## config.mk

```make
export PLATFORM = sky130hd
export DESIGN_NAME = ysyx_22041207_rd_arbiter
export DESIGN_NICKNAME = d
export VERILOG_FILES = /design/src/rtl/ysyx_22041207_rd_arbiter.sv
export SDC_FILE = /design/constraint.sdc
export NUM_CORES = 1
export LEC_CHECK = 0
export BUFFER_PORTS_ARGS = -buffer_cell sky130_fd_sc_hd__clkbuf_2
export CAP_MARGIN = 0
export CORE_AREA = 5 5 136 138
export DETAILED_ROUTE_END_ITERATION = 12
export DIE_AREA = 0 0 141 143
export RECOVER_POWER = 50
export SYNTH_ARGS = -nofsm -noshare
export SYNTH_HDL_FRONTEND = slang
export SYNTH_SLANG_ARGS = --single-unit
export TNS_END_PERCENT = 1
```

## constraint.sdc

```tcl
create_clock -name clk -period 5.6 [get_ports clk]
set_input_delay 1.12 -clock clk [delete_from_list [all_inputs] [get_ports clk]]
set_output_delay 1.12 -clock clk [all_outputs]
set_load 0.02 [all_outputs]
```

## src/rtl/ysyx_22041207_rd_arbiter.sv

```systemverilog
// N-master read-channel arbiter in front of the single read port of the AXI master bridge.
// Latency: 1 cycle from a request seen in IDLE to s_r_valid_o; minimum 3-cycle transaction; one IDLE cycle between transactions.
// Backpressure: handshakes pass combinationally between granted master and bridge; losers hold valid until a later IDLE.
//
// Ports:
//   clk, rst                    clock, asynchronous active-high reset
//   m_r_valid_i/m_r_ready_o     per-master address request / accept
//   m_r_addr_i, m_r_size_i      per-master flattened address and size (master 0 at the low end)
//   m_data_read_o               read data broadcast to all masters
//   m_r_data_valid_o            per-master read data valid (granted master only)
//   m_r_data_ready_i            per-master read data accept
//   s_r_*                       request / data channel toward the bridge
//   grant_o, busy_o             one-hot owner (zero in IDLE), non-IDLE indicator
module ysyx_22041207_rd_arbiter #(
   parameter int NUM_M         = 2,
   parameter int RW_ADDR_WIDTH = 64,
   parameter int RW_DATA_WIDTH = 64,
   parameter int RR_MODE       = 0
) (
   input  logic                       clk,
   input  logic                       rst,
   input  logic [NUM_M-1:0]           m_r_valid_i,
   output logic [NUM_M-1:0]           m_r_ready_o,
   input  logic [NUM_M*RW_ADDR_WIDTH-1:0] m_r_addr_i,
   input  logic [NUM_M*8-1:0]         m_r_size_i,
   output logic [RW_DATA_WIDTH-1:0]   m_data_read_o,
   output logic [NUM_M-1:0]           m_r_data_valid_o,
   input  logic [NUM_M-1:0]           m_r_data_ready_i,
   output logic                       s_r_valid_o,
   input  logic                       s_r_ready_i,
   output logic [RW_ADDR_WIDTH-1:0]   s_r_addr_o,
   output logic [7:0]                 s_r_size_o,
   input  logic [RW_DATA_WIDTH-1:0]   s_data_read_i,
   input  logic                       s_r_data_valid_i,
   output logic                       s_r_data_ready_o,
   output logic [NUM_M-1:0]           grant_o,
   output logic                       busy_o
);

   localparam int PTR_W = (NUM_M > 1) ? $clog2(NUM_M) : 1;

   typedef enum logic [1:0] {
      S_IDLE = 2'd0,
      S_ADDR = 2'd1,
      S_DATA = 2'd2
   } state_t;

   state_t                   state_q;
   logic [NUM_M-1:0]         grant_q;
   logic [PTR_W-1:0]         gidx_q;
   logic [PTR_W-1:0]         rr_ptr_q;
   logic [RW_ADDR_WIDTH-1:0] addr_q;
   logic [7:0]               size_q;

   logic [PTR_W-1:0]         win_idx_d;
   logic                     win_vld_d;
   logic [PTR_W-1:0]         rr_ptr_d;
   logic                     data_done;
   int                       cand;

   // Scan from the highest offset down so the last hit is the first set
   // index at or after the start point (rr_ptr in RR mode, 0 otherwise).
   always_comb begin
      win_idx_d = '0;
      win_vld_d = 1'b0;
      cand      = 0;
      for (int k = NUM_M - 1; k >= 0; k--) begin
         if (RR_MODE != 0) begin
            cand = (int'(rr_ptr_q) + k) % NUM_M;
         end else begin
            cand = k;
         end
         if (m_r_valid_i[cand]) begin
            win_idx_d = PTR_W'(cand);
            win_vld_d = 1'b1;
         end
      end
   end

   assign rr_ptr_d  = (gidx_q == PTR_W'(NUM_M - 1)) ? '0 : gidx_q + PTR_W'(1);
   assign data_done = (state_q == S_DATA) && s_r_data_valid_i && m_r_data_ready_i[gidx_q];

   always_ff @(posedge clk or posedge rst) begin
      if (rst) begin
         state_q  <= S_IDLE;
         grant_q  <= '0;
         gidx_q   <= '0;
         rr_ptr_q <= '0;
         addr_q   <= '0;
         size_q   <= '0;
      end else begin
         case (state_q)
            S_IDLE: begin
               if (win_vld_d) begin
                  state_q <= S_ADDR;
                  grant_q <= NUM_M'(1) << win_idx_d;
                  gidx_q  <= win_idx_d;
                  addr_q  <= m_r_addr_i[win_idx_d*RW_ADDR_WIDTH +: RW_ADDR_WIDTH];
                  size_q  <= m_r_size_i[win_idx_d*8 +: 8];
               end
            end
            S_ADDR: begin
               if (s_r_ready_i) begin
                  state_q <= S_DATA;
               end
            end
            S_DATA: begin
               if (data_done) begin
                  state_q <= S_IDLE;
                  grant_q <= '0;
                  if (RR_MODE != 0) begin
                     rr_ptr_q <= rr_ptr_d;
                  end
               end
            end
            default: begin
               state_q <= S_IDLE;
               grant_q <= '0;
            end
         endcase
      end
   end

   // The bridge sees only the captured copy, so the master may change or
   // drop its request while the address phase is stalled.
   assign s_r_valid_o      = (state_q == S_ADDR);
   assign s_r_addr_o       = (state_q == S_ADDR) ? addr_q : '0;
   assign s_r_size_o       = (state_q == S_ADDR) ? size_q : '0;
   assign m_r_ready_o      = ((state_q == S_ADDR) && s_r_ready_i) ? grant_q : '0;
   assign m_r_data_valid_o = ((state_q == S_DATA) && s_r_data_valid_i) ? grant_q : '0;
   assign s_r_data_ready_o = (state_q == S_DATA) && m_r_data_ready_i[gidx_q];
   assign m_data_read_o    = s_data_read_i;
   assign grant_o          = grant_q;
   assign busy_o           = (state_q != S_IDLE);

endmodule

```

==> results.sh <==
export IMPL_status="finished, violations left"
export IMPL_violations="capacitance limit, slew limit"
export IMPL_synth_net_count=625
export IMPL_rows=48
export IMPL_postSynthAreaPerCell_um2=13.26
export IMPL_clockRootBuffer="clkbuf_16"
export IMPL_dr_pass1_iters=4
export IMPL_place_gp_congestion=0.7572
export IMPL_ant_nets=0
export IMPL_critical_path_class="flip-flop to output port"
export IMPL_period_share_pct=72.14
export IMPL_power_density_nw_per_um2=538.0
export IMPL_place_ws_ns=2.327
export IMPL_synth_warnings=0
export IMPL_grt_first_pass_wirelength_um=20780
export IMPL_crit_fanout=77
export IMPL_hold_violations=0
export IMPL_synth_top_area_cell="mux2_4"
export IMPL_ios=361
export IMPL_syn_inst=409
export IMPL_synth_area_top_cells="mux2_4 (39%), dfrtp_1 (36%), buf_4 (9.0%)"
export IMPL_dp_cells=781
export IMPL_seq_power_share_pct=29.0
export IMPL_synth_top_area_share_pct=38.76
export IMPL_wl_per_cell_um=16.73
export IMPL_setup_viol=0
export IMPL_synth_most_common_cell="mux2_4"
export IMPL_syn_area_um2=5423
export IMPL_die_area_um2=20160
export IMPL_cts_buffer_depth=2
export IMPL_numPortBuffers=232
export IMPL_syn_to_final_growth_pct=19.96
export IMPL_grt_use_total_pct=13.03
export IMPL_start_util_pct=31.79
export IMPL_max_freq_mhz=247.5
export IMPL_grt_pass1_vias=4058
export IMPL_grt_max_degree=78
export IMPL_synthFlopType="dfrtp_1"
export IMPL_maxSlewViolCount=156
export IMPL_internal_power_uw=2200
export IMPL_h_tree_depth=3
export IMPL_hold_path_class="flip-flop to flip-flop"
export IMPL_hpwl_um=10150
export IMPL_die_h_um=143
export IMPL_p_switching_uw=1300
export IMPL_synth_edff_count=0
export IMPL_swShare_pct=37.14
export IMPL_vias=3520
export IMPL_crit_path_end_kind="output port"
export IMPL_drc_errors=0
export IMPL_fin_ws_ns=1.560
export IMPL_maxSlewHeadroom_pct=-40.39
export IMPL_drtIter0Drc=110
export IMPL_die_w_um=141
export IMPL_cp_start_kind="flip-flop"
export IMPL_power_frac_clock_pct=18.3
export IMPL_synthDistinctLibCells=25
export IMPL_tns_ns=0
export IMPL_ys_seq_area_share_pct=35.53
export IMPL_synth_common_cells="mux2_4 (140), dfrtp_1 (77), and2_1 (72)"
export IMPL_skew_ns=0.008501
export IMPL_cts_hold_buf=0
export IMPL_pwr_share_comb_pct=52.8
export IMPL_numCtsBuffers=9
export IMPL_min_period_ns=4.040
export IMPL_max_cap_viol_count=2
export IMPL_coreArea_um2=17060
export IMPL_grt_ovfl_total=0
export IMPL_fin_nets=783
export IMPL_antenna_found_initial=0
export IMPL_postCtsSetupBuffers=0
export IMPL_synth_async_sr_flop_share_pct=100.0
export IMPL_antenna_cells=0
export IMPL_ctsResizeCount=0
export IMPL_clkLatencyLatePin_ns=0.33
export IMPL_cp_arrival_ns=2.92
export IMPL_instances_no_fill=797
export IMPL_ir_drop_uv=225.3
export IMPL_routed_wl_um=13330
export IMPL_drive_gt1_share_pct=68.36
export IMPL_p_leak_uw=0.003440
export IMPL_rsz0062_at_grt="no"
export IMPL_ys_ff_latch=77
export IMPL_critPathRequiredTime_ns=4.48
export IMPL_viasPerCell=4.417
export IMPL_cts_tree="built"
export IMPL_clock_sinks=77
export IMPL_path_clk_slew_ns=0.06
export IMPL_worstMarginPinSlew_ns=2.106
power by group through the flow:
stage                     Clock (uW)  Sequential, uW  Combinational [uW]
after global routing             688            1050                1980
after CTS                        663            1020                1880
after global placement             0            1010                1860
after floorplan                    0             961                1510
after detailed placement           0            1010                1880
final                            639            1010                1850
cells by family (layout without fill, tap and decap cells):
kind of cell           count (synthesis)  count (layout)  share of synthesized area [%]
and+or+nand+nor                       83              83                          9.691
AOI/OAI and AO/OA                     10              10                          1.246
DFF                                   77              77                          35.53
buffers and inverters                 94             257                          13.75
muxes                                145             145                          39.78
state kept, by name, indices dropped and copies added, names as in the netlist:
signal and cells:
grant_o 2, gidx_q 1, state_q 2, addr_q 64, size_q 8
critical path, cell delays in order, from the launching register on:
cell and delay (ns):
dfrtp_1 0.42, and2b_1 1.62, and2_1 0.33, clkbuf_2 0.19
metrics by stage:
stage               utilization [%]  hold slack, ns  total power [uW]  area (um^2)
floorplan                         -          0.4647              2473         5423
detailed placement            36.27          0.4835              2890         6187
global route                  38.14          0.5223              3716         6505
global placement              36.27          0.4834              2872         6187
CTS                           38.20          0.5063              3564         6515
finish                        38.14          0.5042              3500         6505
path summary, 6_finish.rpt:
path,start,to,slack [ns],depth (start not counted)
max,state_q[1],s_r_size_o[5],1.56,3
min,size_q[1],size_q[1],0.50,1
max reg2reg,state_q[0],addr_q[13],2.99,4
min reg2reg,size_q[1],size_q[1],0.50,1
max in group asynchronous,rst,addr_q[5],2.97,3
min in group asynchronous,rst,addr_q[16],1.45,3
final cells by class:
type                       instances  area (um^2)
timing repair buffer             235         1187
inverter                           6        23.77
clock inverter                     3        67.56
tap                              225        281.5
sequential                        77         1927
multi-input combinational        238         2758
clock buffer                      13        260.3
fill                            1702        10550
metal layers:
layer	track usage, %	vias up	wire (um)
met1	14.37	1657	5141
li1	-	1627	-
met4	7.139	0	422
met3	4.387	42	1244
met2	22.15	194	6524
met5	0.2392	-	0
placed cells by master (no fill, tap or decap), drive strengths merged, types with 2 or more instances in the layout:
master    instances
and2             72
nor2b             3
a21o              2
bufinv            2
and3              4
dfrtp            77
mux2            144
o21ai             2
a21oi             2
o21a              2
clkbuf          246
inv               5
buf               2
clkinvlp          2
(Power assumes the default switching activity.)
